[config.mk]
export PLATFORM = sky130hd
export DESIGN_NAME = handover_ctrl
export DESIGN_NICKNAME = d
export VERILOG_FILES = /design/src/rtl/handover_pkg.sv /design/src/rtl/sq_argmax.sv /design/src/rtl/handover_ctrl.sv
export SDC_FILE = /design/constraint.sdc
export NUM_CORES = 1
export LEC_CHECK = 0
export CAP_MARGIN = 20
export CORE_AREA = 2 2 73 75
export CTS_CLUSTER_SIZE = 12
export DETAILED_ROUTE_END_ITERATION = 8
export DIE_AREA = 0 0 75 77
export PLACE_DENSITY = 0.76
export SETUP_SLACK_MARGIN = 0.15
export SLEW_MARGIN = 25
export SYNTH_ARGS = -nofsm -noshare
export SYNTH_HDL_FRONTEND = slang
export SYNTH_HIERARCHICAL = 1
export SYNTH_SLANG_ARGS = --single-unit
[constraint.sdc]
create_clock -name clk -period 11.27 [get_ports clk]
set_input_delay 1.6905 -clock clk [delete_from_list [all_inputs] [get_ports clk]]
set_output_delay 1.6905 -clock clk [all_outputs]
set_load 0.05 [all_outputs]
[src/rtl/handover_pkg.sv]
// Shared types and helpers for the handover controller: FSM state encoding,
// index-width helper and the argmax tie-break rule.
package handover_pkg;

    typedef enum logic [1:0] {
        ST_IDLE = 2'd0,
        ST_TTT  = 2'd1,
        ST_REQ  = 2'd2
    } ho_state_e;

    // On equal signal quality the lowest cell index is kept as the best cell.
    localparam logic TIE_LOWEST_IDX = 1'b1;

    function automatic int idx_w(input int n);
        if (n <= 2) begin
            return 1;
        end else begin
            return $clog2(n);
        end
    endfunction

endpackage

[src/rtl/sq_argmax.sv]
// Combinational search for the strongest cell among N_CELLS packed
// signal-quality samples; reports its index and its quality value.
module sq_argmax
    import handover_pkg::*;
#(
    parameter int N_CELLS = 3,
    parameter int SQ_W    = 8,
    localparam int IDX_W  = idx_w(N_CELLS)
) (
    input  logic [N_CELLS*SQ_W-1:0] sq,
    output logic [IDX_W-1:0]        best_idx,
    output logic [SQ_W-1:0]         best_sq
);

    // Linear scan; only a strictly larger sample displaces the current best
    // when the lowest-index tie rule is selected.
    always_comb begin
        best_idx = {IDX_W{1'b0}};
        best_sq  = sq[SQ_W-1:0];
        for (int i = 1; i < N_CELLS; i++) begin
            if ((sq[i*SQ_W +: SQ_W] > best_sq) ||
                (!TIE_LOWEST_IDX && (sq[i*SQ_W +: SQ_W] == best_sq))) begin
                best_idx = IDX_W'(i);
                best_sq  = sq[i*SQ_W +: SQ_W];
            end else begin
                best_idx = best_idx;
                best_sq  = best_sq;
            end
        end
    end

endmodule

[src/rtl/handover_ctrl.sv]
// Handover controller: registers cell samples, picks the strongest cell and
// requests a handover after hysteresis and time-to-trigger qualification.
module handover_ctrl
    import handover_pkg::*;
#(
    parameter int N_CELLS = 3,
    parameter int SQ_W    = 8,
    parameter int DATA_W  = 4,
    parameter int HYST    = 4,
    parameter int TTT     = 3,
    localparam int IDX_W  = idx_w(N_CELLS)
) (
    input  logic                    clk,
    input  logic                    reset,
    input  logic                    compare_enable,
    input  logic [N_CELLS*SQ_W-1:0] sq_in,
    input  logic [DATA_W-1:0]       data_in,
    input  logic                    ho_ack,
    output logic                    ho_req,
    output logic [IDX_W-1:0]        ho_target,
    output logic [IDX_W-1:0]        serving,
    output logic                    serving_vld,
    output logic [N_CELLS*SQ_W-1:0] sq_out,
    output logic [DATA_W-1:0]       final_data
);

    localparam int CNT_W = idx_w(TTT + 1);
    localparam logic [SQ_W:0] HYST_EXT = (SQ_W+1)'(HYST);

    logic [N_CELLS*SQ_W-1:0] sq_r;
    logic [DATA_W-1:0]       data_r;
    ho_state_e               state_r;
    ho_state_e               state_nxt_s;
    logic [IDX_W-1:0]        cand_r;
    logic [IDX_W-1:0]        cand_nxt_s;
    logic [CNT_W-1:0]        cnt_r;
    logic [CNT_W-1:0]        cnt_nxt_s;
    logic [CNT_W-1:0]        cnt_inc_s;
    logic                    ho_req_r;
    logic [IDX_W-1:0]        ho_target_r;
    logic [IDX_W-1:0]        serving_r;
    logic                    serving_vld_r;
    logic [IDX_W-1:0]        best_idx_s;
    logic [SQ_W-1:0]         best_sq_s;
    logic [SQ_W-1:0]         serving_sq_s;
    logic                    qualify_s;
    logic                    ack_take_s;

    sq_argmax #(
        .N_CELLS (N_CELLS),
        .SQ_W    (SQ_W)
    ) u_argmax (
        .sq       (sq_r),
        .best_idx (best_idx_s),
        .best_sq  (best_sq_s)
    );

    // Sample and data registers: plain one-cycle copies of the inputs.
    always_ff @(posedge clk or negedge reset) begin
        if (!reset) begin
            sq_r   <= {(N_CELLS*SQ_W){1'b0}};
            data_r <= {DATA_W{1'b0}};
        end else begin
            sq_r   <= sq_in;
            data_r <= data_in;
        end
    end

    // Qualification is done one bit wider than the samples so serving+HYST
    // cannot wrap near full scale.
    always_comb begin
        serving_sq_s = sq_r[serving_r*SQ_W +: SQ_W];
        if (!serving_vld_r) begin
            qualify_s = 1'b1;
        end else begin
            qualify_s = (best_idx_s != serving_r) &&
                        ({1'b0, best_sq_s} > ({1'b0, serving_sq_s} + HYST_EXT));
        end
    end

    // The handshake only completes once the request is visible on ho_req.
    always_comb begin
        ack_take_s = (state_r == ST_REQ) && ho_req_r && ho_ack;
        cnt_inc_s  = cnt_r + CNT_W'(1);
    end

    // Next-state logic for IDLE / TTT / REQ, candidate latch and TTT counter.
    always_comb begin
        state_nxt_s = state_r;
        cand_nxt_s  = cand_r;
        cnt_nxt_s   = cnt_r;
        case (state_r)
            ST_IDLE: begin
                if (compare_enable && qualify_s) begin
                    cand_nxt_s = best_idx_s;
                    if (!serving_vld_r || (TTT == 1)) begin
                        state_nxt_s = ST_REQ;
                        cnt_nxt_s   = {CNT_W{1'b0}};
                    end else begin
                        state_nxt_s = ST_TTT;
                        cnt_nxt_s   = CNT_W'(1);
                    end
                end else begin
                    cnt_nxt_s = {CNT_W{1'b0}};
                end
            end
            ST_TTT: begin
                if (!compare_enable || !qualify_s) begin
                    state_nxt_s = ST_IDLE;
                    cnt_nxt_s   = {CNT_W{1'b0}};
                end else if (best_idx_s != cand_r) begin
                    cand_nxt_s = best_idx_s;
                    cnt_nxt_s  = CNT_W'(1);
                end else if (cnt_inc_s == CNT_W'(TTT)) begin
                    state_nxt_s = ST_REQ;
                    cnt_nxt_s   = {CNT_W{1'b0}};
                end else begin
                    cnt_nxt_s = cnt_inc_s;
                end
            end
            ST_REQ: begin
                if (ack_take_s) begin
                    state_nxt_s = ST_IDLE;
                end else begin
                    state_nxt_s = ST_REQ;
                end
            end
            default: begin
                state_nxt_s = ST_IDLE;
                cnt_nxt_s   = {CNT_W{1'b0}};
            end
        endcase
    end

    // FSM state, latched candidate and TTT counter.
    always_ff @(posedge clk or negedge reset) begin
        if (!reset) begin
            state_r <= ST_IDLE;
            cand_r  <= {IDX_W{1'b0}};
            cnt_r   <= {CNT_W{1'b0}};
        end else begin
            state_r <= state_nxt_s;
            cand_r  <= cand_nxt_s;
            cnt_r   <= cnt_nxt_s;
        end
    end

    // Request/serving outputs; ho_target is captured once per request.
    always_ff @(posedge clk or negedge reset) begin
        if (!reset) begin
            ho_req_r      <= 1'b0;
            ho_target_r   <= {IDX_W{1'b0}};
            serving_r     <= {IDX_W{1'b0}};
            serving_vld_r <= 1'b0;
        end else begin
            ho_req_r <= (state_r == ST_REQ) && !ack_take_s;
            if ((state_r == ST_REQ) && !ho_req_r) begin
                ho_target_r <= cand_r;
            end else begin
                ho_target_r <= ho_target_r;
            end
            if (ack_take_s) begin
                serving_r     <= ho_target_r;
                serving_vld_r <= 1'b1;
            end else begin
                serving_r     <= serving_r;
                serving_vld_r <= serving_vld_r;
            end
        end
    end

    assign ho_req      = ho_req_r;
    assign ho_target   = ho_target_r;
    assign serving     = serving_r;
    assign serving_vld = serving_vld_r;
    assign sq_out      = sq_r;
    assign final_data  = data_r;

endmodule

==> results of run 1 <==
==> state kept, by name, indices dropped and copies added (netlist names) <==
| signal | flops |
|---|---|
| cand_r | 2 |
| cnt_r | 2 |
| final_data | 4 |
| ho_req | 1 |
| ho_target | 2 |
| serving | 2 |
| serving_vld | 1 |
| sq_out | 24 |
| state_r | 2 |
==> power breakdown <==
group / switching, µW / internal [µW]
clock network: 48.7 / 41.9
registers: 33.4 / 164
logic: 166 / 131
total: 248 / 337
==> synth_stat cells (4+ instances only) <==
library cell,n,area [µm²]
dfrtp_1,40,1000
ha_1,25,313
inv_1,13,48.8
nand3_1,13,65.1
nor2_1,11,41.3
a21oi_1,10,50.1
nand2_1,9,33.8
a31oi_1,8,50.1
mux2i_1,8,80.1
nor3_1,8,40.0
a21bo_2,7,70.1
and2_1,7,43.8
a21o_1,5,37.5
mux2_2,4,45.0
nor2b_1,4,25.0
xnor2_1,4,35.0
xor2_1,4,35.0
==> worst max-delay path, stage by stage (launching register included) <==
cell and delay [ns]:
dfrtp_1 0.42, inv_1 0.06, ha_1 0.30, nor2b_1 0.14, o211ai_1 0.20, a211o_1 0.50
nand3_1 0.16, and2_1 0.19, ha_1 0.28, a21o_1 0.16, a221o_1 0.38, a21oi_4 0.26
or2_1 0.37, a31oi_1 0.16, ha_1 0.32, a21o_1 0.11, a21oi_1 0.09, a221oi_2 0.28
o211ai_2 0.14, a21oi_2 0.29, mux2_4 0.33
==> cells by family (layout without fill, tap and decap cells) <==
family | after synthesis | count (layout) | synth area share [%]
AO/OA/AOI/OAI | 52 | 52 | 17.4
flip-flops | 40 | 40 | 41.6
AND/OR/NAND/NOR | 64 | 64 | 13.8
multiplexers | 14 | 14 | 6.44
XOR/XNOR | 8 | 8 | 2.91
buffers and inverters | 22 | 86 | 4.94
adder cells (fa/ha/maj) | 25 | 25 | 13.0
==> placed cells by master, fill, tap and decap left out, types with 2 or more instances in the layout <==
cell type and count:
clkdlybuf4s50_1 64, a21o_1 5, nor2_1 11, mux2i_1 8
clkbuf_8 5, mux2_4 2, o21ai_1 2, nand2_1 9
a21bo_2 7, xor2_1 4, nand4_1 3, o21ai_0 3
a31oi_1 8, inv_1 13, nand2b_1 3, a22o_1 2
nand3_1 13, mux2_2 4, ha_1 25, xnor2_1 4
a21oi_1 10, o2bb2ai_1 2, o21ai_2 2, dfrtp_1 40
a21oi_2 2, nor2b_1 4, and2_1 7, nor3_1 8
==> layer usage <==
metal | vias to the layer above | track usage [%]
li1 | 936 | -
met1 | 916 | 28.5
met2 | 53 | 33.4
met3 | 9 | 5.12
met4 | 0 | 6.07
met5 | - | 0
==> through the flow <==
step | hold WS [ns] | setup WS [ns]
2_1_floorplan | 0.511 | 6.37
3_3_place_gp | 0.525 | 6.18
3_5_place_dp | 0.514 | 6.12
4_1_cts | 0.532 | 6.07
5_1_grt | 0.598 | 5.70
6_report | 0.528 | 6.02
==> cell type report <==
class	count	area, µm²	area share (%)
multi-input cells	163	1290	40.8
flip-flops and latches	40	1000	31.7
inverters	14	55.1	1.74
clock buffers	5	68.8	2.18
well taps	70	87.6	2.77
clock inverters	2	12.5	0.396
repair buffers	65	646	20.4
==> worst paths after layout <==
path,depth (start not counted),endpoint,from
max in group asynchronous,1,sq_out[4]$_DFF_PN0_,reset
worst max-delay path,20,cand_r[1]$_DFFE_PN0P_,sq_out[1]$_DFF_PN0_
min in group asynchronous,1,sq_out[18]$_DFF_PN0_,reset
worst min register to register,1,ho_req$_DFF_PN0_,ho_req$_DFF_PN0_
worst min-delay path,1,ho_req$_DFF_PN0_,ho_req$_DFF_PN0_
worst max register to register,20,cand_r[1]$_DFFE_PN0P_,sq_out[1]$_DFF_PN0_
==> impl_metrics.json, run 1 <==
{
  "routedWlPerCell_um": 15.5,
  "postRouteAntennaNets": 0,
  "stdcell_area_mm2": 0.00316,
  "fillers": 427,
  "die_y_um": 77,
  "p_leak_uw": 0.00138,
  "endpoint_kind": "flip-flop",
  "routabilityCongestion": 0.897,
  "wl_met2_um": 2770,
  "tritoncts.num_buffers": 5,
  "clock_path_buffers": 2,
  "n_antenna_cell": 0,
  "fin_tns_setup_ns": 0,
  "cap_violations": 0,
  "crit_path_max_fanout": 17,
  "arrival_ns": 5.43,
  "coreArea_mm2": 0.00498,
  "clock_latency_ns": 0.29,
  "route.detailed.drc": 0,
  "chipWidth_um": 75,
  "required_ns": 11.45,
  "port_buffers": 65,
  "finalHoldViolations": 0,
  "powerDensity_mw_per_mm2": 185,
  "fin_skew_ns": 0.00480,
  "dp_hpwl_um": 4350,
  "cts_tree": "built",
  "wl_met1_um": 2400,
  "synth_edf_count": 0,
  "final_cells": 359,
  "seq_area_frac_synth_pct": 41.6,
  "met3_length_um": 295,
  "vdd.ir_drop.worst_mv": 0.0909,
  "grt_pass1_vias": 1995,
  "synthCells": 225,
  "antenna_found_initial": 0,
  "start_kind": "flip-flop",
  "period_needed_ns": 5.25,
  "maxSlewHeadroom_pct": 42.9,
  "syn-num-nets": 282,
  "grt-ovfl-total": 0,
  "firstDrtPassIters": 4,
  "cts_resized": 0,
  "crit_type": "reg2reg",
  "dieArea_mm2": 0.00578,
  "yosysWarnings": 6,
  "ys_ff_latch": 40,
  "ys.flop_type": "dfrtp_1",
  "holdCritPathClass": "reg2reg",
  "io-pin-count": 66,
  "vias": 1914,
  "syn_area_mm2": 0.00241,
  "fin_crit_sh_pct": 46.6,
  "rrSetupSlack_ns": 6.02,
  "viasPerCell": 5.33,
  "start_util_pct": 48.4,
  "cts_setup_buffers": 0,
  "cts_hold_buf": 0,
  "syn_to_final_growth_pct": 31.2,
  "p_total_uw": 585,
  "max_freq_mhz": 190,
  "async_flop_share_pct": 100,
  "drt_iter0_markers": 93,
  "rsz0062_at_grt": "false",
  "avgSynthCellArea_um2": 10.7,
  "final_layout_size_suffix_gt1_share_pct": 11.1,
  "clock-sinks": 40,
  "fp-row-count": 26,
  "grt_usage_pct": 21.2,
  "setup-violations-final": 0,
  "utilization_pct": 63.4,
  "grt_pass1_wl_um": 9400,
  "drt-total-wl_um": 5550,
  "place_area_mm2": 0.00308,
  "grt_max_degree": 41,
  "clkTransAtPathRegs_ns": 0.08,
  "cts_root_buffer": "clkbuf_8",
  "maxSlewViolCount": 0,
  "worst_pin_slew_ns": 0.857,
  "htree_num_levels": 2,
  "place_inst": 352,
  "synth_cell_types": 45,
  "nNetsFinal": 346,
  "status": "complete, no violations",
  "highest_layer": "met4"
}
Note: power is estimated with default switching activity, not from simulation.
==> run 2, diff against run 1 <==
- CORE_AREA: 2 2 73 75 -> 2 2 77 79
- DIE_AREA: 0 0 75 77 -> 0 0 79 81
- PLACE_DENSITY: 0.76 -> 0.72
- clock period: 11.27 -> 4.8 ns (I/O delays scaled with it)
==> run 2 against run 1 <==
Against the previous run:
- register-to-register slack worse by 5.9 ns
- worst hold slack worse by 0.0079 ns
- highest routed layer unchanged
- worst setup slack got worse by 5.9 ns
- cell count up 13%
- core utilization rose by 2.3 points
- clock-buffer cell count grew 1
- cell area up 18%
- sequential share of layout area is 4.3 points lower
- clock skew up 0.0037 ns
- largest power group unchanged
==> impl_metrics.json, run 2 (synthesis results as in run 1) <==
{
  "tritoncts.num_buffers": 5,
  "clkTransAtPathRegs_ns": 0.08,
  "routabilityCongestion": 0.853,
  "arrival_ns": 4.82,
  "worst_pin_slew_ns": 0.878,
  "rrSetupSlack_ns": 0.16,
  "vdd.ir_drop.worst_mv": 0.243,
  "drt_iter0_markers": 105,
  "place_inst": 383,
  "p_leak_uw": 0.00160,
  "mostFrequentLayoutCells": "64 x clkdlybuf4s50_1, 33 x buf_4, 24 x dfrtp_1, 18 x ha_1, 16 x dfrtp_2",
  "grt_pass1_vias": 2125,
  "powerDensity_mw_per_mm2": 426,
  "maxSlewViolCount": 0,
  "viasPerCell": 5.36,
  "start_kind": "flip-flop",
  "whs_endpoint": "ho_req$_DFF_PN0_",
  "slowest_delay_ns": 0.44,
  "pre_cts_slack_ns": -0.0240,
  "worstHoldPathCells": 1,
  "fin_tns_setup_ns": 0,
  "endpoint_kind": "flip-flop",
  "rr_startpoint": "sq_out[9]$_DFF_PN0_",
  "final_cells": 404,
  "max_freq_mhz": 216,
  "n_antenna_cell": 0,
  "setup-violations-final": 0,
  "period_needed_ns": 4.64,
  "finalWorstSetupSlack_ns": 0.161,
  "routedWlPerCell_um": 16.1,
  "cp_slowest_cell": "dfrtp_2",
  "drt-total-wl_um": 6500,
  "maxSlewHeadroom_pct": 41.5,
  "chipWidth_um": 79,
  "grt_max_degree": 41,
  "firstDrtPassIters": 6,
  "io-pin-count": 66,
  "port_buffers": 65,
  "fin_crit_sh_pct": 96.7,
  "clock-sinks": 40,
  "route.detailed.drc": 0,
  "vias": 2164,
  "clock_latency_ns": 0.29,
  "dp_hpwl_um": 4280,
  "syn_to_final_growth_pct": 54.9,
  "grt_pass1_wl_um": 9810,
  "place_area_mm2": 0.00331,
  "rr_worst_depth": 20,
  "regToRegEndpoint": "cand_r[0]$_DFFE_PN0P_",
  "antenna_found_initial": 0,
  "cts_root_buffer": "clkbuf_8",
  "final_layout_size_suffix_gt1_share_pct": 35.9,
  "htree_num_levels": 2,
  "path_cells": "ha_4 -> nor2b_4 -> o211ai_1 -> buf_4 -> a211o_4 -> nand3_1 -> and2_4 -> ha_4 -> and3_4 -> a221o_1 -> a21oi_4 -> or2_4 -> a31oi_1 -> ha_1 -> a21o_1 -> a21oi_2 -> a221oi_2 -> o211ai_2 -> a21oi_2 -> mux2_4",
  "clock_path_buffers": 2,
  "grt_usage_pct": 19.6,
  "nNetsFinal": 385,
  "holdCritPathClass": "reg2reg",
  "fp-row-count": 28,
  "cts_tree": "built",
  "fin_skew_ns": 0.00846,
  "dieArea_mm2": 0.00640,
  "finalHoldViolations": 0,
  "grt-ovfl-total": 0,
  "layout_commonest_cell": "clkdlybuf4s50_1",
  "cap_violations": 0,
  "worstHoldStart": "ho_req$_DFF_PN0_",
  "postRouteAntennaNets": 0,
  "crit_type": "reg2reg",
  "stdcell_area_mm2": 0.00373,
  "die_y_um": 81,
  "utilization_pct": 65.7,
  "start_util_pct": 42.4,
  "cts_hold_buf": 0,
  "rsz0062_at_grt": "true",
  "crit_path_max_fanout": 6,
  "status": "complete, no violations",
  "largest_register_ffs": 24,
  "required_ns": 4.98,
  "coreArea_mm2": 0.00568
}
run 2: changes by cell type in the layout (fill, tap and decap cells not counted), moves of 4 or more:
cell,change
buf_4,+33
dfrtp_1,-16
dfrtp_2,+16
ha_1,-7
ha_4,+7
buf_6,+4
run 2: layout make-up:
type	instances	area, µm²
Fill cell	433	1950
Tap cell	75	93.8
Inverter	14	55.1
Clock inverter	2	38.8
Clock buffer	6	82.6
Multi-Input combinational cell	165	1500
Timing Repair Buffer	102	938
Sequential cell	40	1020
run 2: worst max path at each step:
stage / cells after the start / slack (ns) / start / end
floorplan: 21 / 0.16 / sq_out[3]$_DFF_PN0_ / cand_r[0]$_DFFE_PN0P_
global placement: 19 / 0.05 / sq_out[13]$_DFF_PN0_ / cand_r[0]$_DFFE_PN0P_
detailed placement: 19 / -0.02 / sq_out[14]$_DFF_PN0_ / cand_r[0]$_DFFE_PN0P_
CTS: 20 / 0.16 / sq_out[9]$_DFF_PN0_ / cand_r[0]$_DFFE_PN0P_
global route: 21 / 0.03 / sq_out[9]$_DFF_PN0_ / cand_r[0]$_DFFE_PN0P_
finish: 20 / 0.16 / sq_out[9]$_DFF_PN0_ / cand_r[0]$_DFFE_PN0P_
run 2: critical path, delay by kind of cell (launching register included):
family / cells / cell delay (ns)
adders and majority gates: 3 / 0.80
and+or+nand+nor: 5 / 0.77
muxes: 1 / 0.32
buffers and inverters: 1 / 0.18
AOI/OAI and AO/OA: 10 / 2.02
DFF: 1 / 0.44
run 2: where the power goes:
| group | total (µW) | leakage (µW) | switching, µW | internal (µW) |
|---|---|---|---|---|
| Sequential | 449 | 0.000465 | 63.2 | 385 |
| Clock | 294 | 0.0000614 | 124 | 170 |
| Combinational | 847 | 0.00108 | 448 | 399 |
| Total | 1590 | 0.00160 | 635 | 955 |
run 2: timing repair:
item | 4_1_cts | 5_1_grt
pin swaps | 3 | 24
cloned | 1 | 1
hold endpoints to repair | 0 | 0
gates resized for setup | 4 | 32
setup buffers | 3 | 8
endpoints found under the setup margin | 5 | 5
run 2: per-layer routing:
layer | vias to the layer above | track usage, % | part of all wire (%)
li1 | 1017 | - | -
met1 | 1038 | 24.2 | 41
met2 | 91 | 33.8 | 51
met3 | 18 | 3.89 | 6.1
met4 | 0 | 7.93 | 2.4
met5 | - | 0 | 0
run 2: stage by stage:
stage          total power [µW]  hold WS (ns)
3_5_place_dp               1210         0.509
3_3_place_gp               1210         0.507
5_1_grt                    1700         0.531
2_1_floorplan               989         0.424
6_report                   1590         0.520
4_1_cts                    1520         0.522
==> run 3, diff against run 2 <==
- GPL_ROUTABILITY_DRIVEN: default -> 0
==> results of run 3 <==
No change in the layout: final DEF, timing and power equal those of run 2.
==> RTL edit, RTL diff (config.mk and constraints of run 2) <==
`N_CELLS` is set to 3 in 2 places; all go to 2.
--- a/src/rtl/sq_argmax.sv
+++ b/src/rtl/sq_argmax.sv
@@ -4,5 +4,5 @@
     import handover_pkg::*;
 #(
-    parameter int N_CELLS = 3,
+    parameter int N_CELLS = 2,
     parameter int SQ_W    = 8,
     localparam int IDX_W  = idx_w(N_CELLS)
--- a/src/rtl/handover_ctrl.sv
+++ b/src/rtl/handover_ctrl.sv
@@ -4,5 +4,5 @@
     import handover_pkg::*;
 #(
-    parameter int N_CELLS = 3,
+    parameter int N_CELLS = 2,
     parameter int SQ_W    = 8,
     parameter int DATA_W  = 4,
Interface: changed (resized ho_target, serving, sq_in and sq_out); port bits go from 66 to 48. No check against the original RTL was run, so the function may have changed too.
==> RTL edit against run 2 <==
  * Setup slack better by 1.2 ns
  * Hold slack worse by 0.0067 ns
  * Via count is 30% lower
  * Critical path depth is 8 lower
  * Sequential cell count is 11 lower
  * Non-clock buffer count is 54 lower
  * Largest cell class unchanged
  * Design area is 31% lower
  * Synthesized area is 19% lower
  * Wire length is 32% lower
Power is not compared: it rests on default switching activity, and its combinational part moved more than twofold at a synthesized area within 25%.
==> RTL edit: results (changes against run 2) <==
metric;value;unit;change
IO Port Bufs;47;;-28%
Reg clk slew, reported paths;0.06;ns;-0.02 ns
nonclk inv count;15;;+1
post-DP HPWL;3.56;mm;-17%
layout cells sized above 1;14.2;%;-22 points
multi-input logic cell count;126;;-24%
status;finished clean;;
metal2 WL;2.18;mm;-34%
bufs w/o clock;48;;-53%
Syn Nets;214;;-24%
CLK BUF;7;;+1
Distinct cells, synth;46;;+2.2%
met1 wire length;1.92;mm;-27%
worst hold slack;0.514;ns;-0.00674 ns
1st-iter DRT viols;75;;-29%
synth cell count leaders;dfrtp_1 (29), ha_1 (17), nor3_1 (17);;
sequential share of cell area;28.0;%;+0.67 points
total track usage;15.0;%;-4.6 points
Synth Area in Adders;10.9;%;-2.1 points
Mapped Avg Cell Area;11.3;um^2;+5.5%
fill count;556;;+28%
Nets;266;;-31%
Post-CTS Resized;0;;-4
Placed Area;2500;um^2;-25%
multiplexer share of the synthesized area;5.90;%;-0.55 points
WL per Instance;14.8;um;-8.2%
dominant cells by area after synthesis;dfrtp_1 (37%), a2111oi_4 (11%), ha_1 (11%), nor3_1 (4.4%), inv_1 (2.7%);;
Reg-to-Reg Start;sq_out[5]$_DFF_PN0_;;
CP arrival;3.63;ns;-1.19 ns
Register Area;726;um^2;-29%
vias in the first global route;1546;;-27%
Seq cells post-synth;29;;-28%
Reg2Reg Depth;12;;-40%
warnings from Yosys;6;;unchanged
RR Endpoint;cand_r$_DFFE_PN0P_;;
Compound-Gate Fraction of Synth Area;23.1;%;+5.7 points
worst clock skew;0.00334;ns;-0.00512 ns
Met3 Routed Length;247;um;-38%
Slowest-stage cell, CP;dfrtp_1;;
Critical Path Fanout Max;9;;+3
first-pass iteration count of the detailed router;4;;-2
Signal buf overhead;18.5;%;-6.7 points
gp weighted congestion;0.910;;+6.6%
Worst Tran Pin Value;0.698;ns;-0.180 ns
DR vias/cell;5.06;;-5.6%
internal cell power;0.470;mW;
Post CTS Setup Buffer Count;0;;-3
fraction of area in multi-input gates;44.3;%;+4.1 points
R2R setup slack;1.34;ns;+1.18 ns
Post-Synth XOR/XNOR Area;2.69;%;-0.22 points
Placed Cells;293;;-23%
final wirelength;4.43;mm;-32%
max FFs per register;16;;-33%
RTL edit: routing by layer:
| layer | vias to the layer above | track usage, % |
|---|---|---|
| li1 | 751 | - |
| met3 | 6 | 3.78 |
| met4 | 0 | 6.21 |
| met2 | 41 | 25.7 |
| met5 | - | 0 |
| met1 | 719 | 18.0 |
RTL edit: how the worst max path moves through the flow:
stage | start | to | slack, ns
2_1_floorplan | sq_out[5]$_DFF_PN0_ | cand_r$_DFFE_PN0P_ | 1.27
3_3_place_gp | sq_out[5]$_DFF_PN0_ | cand_r$_DFFE_PN0P_ | 1.49
3_5_place_dp | sq_out[5]$_DFF_PN0_ | cand_r$_DFFE_PN0P_ | 1.38
4_1_cts | sq_out[5]$_DFF_PN0_ | cand_r$_DFFE_PN0P_ | 1.37
5_1_grt | sq_out[5]$_DFF_PN0_ | cand_r$_DFFE_PN0P_ | 1.18
6_report | sq_out[5]$_DFF_PN0_ | cand_r$_DFFE_PN0P_ | 1.34
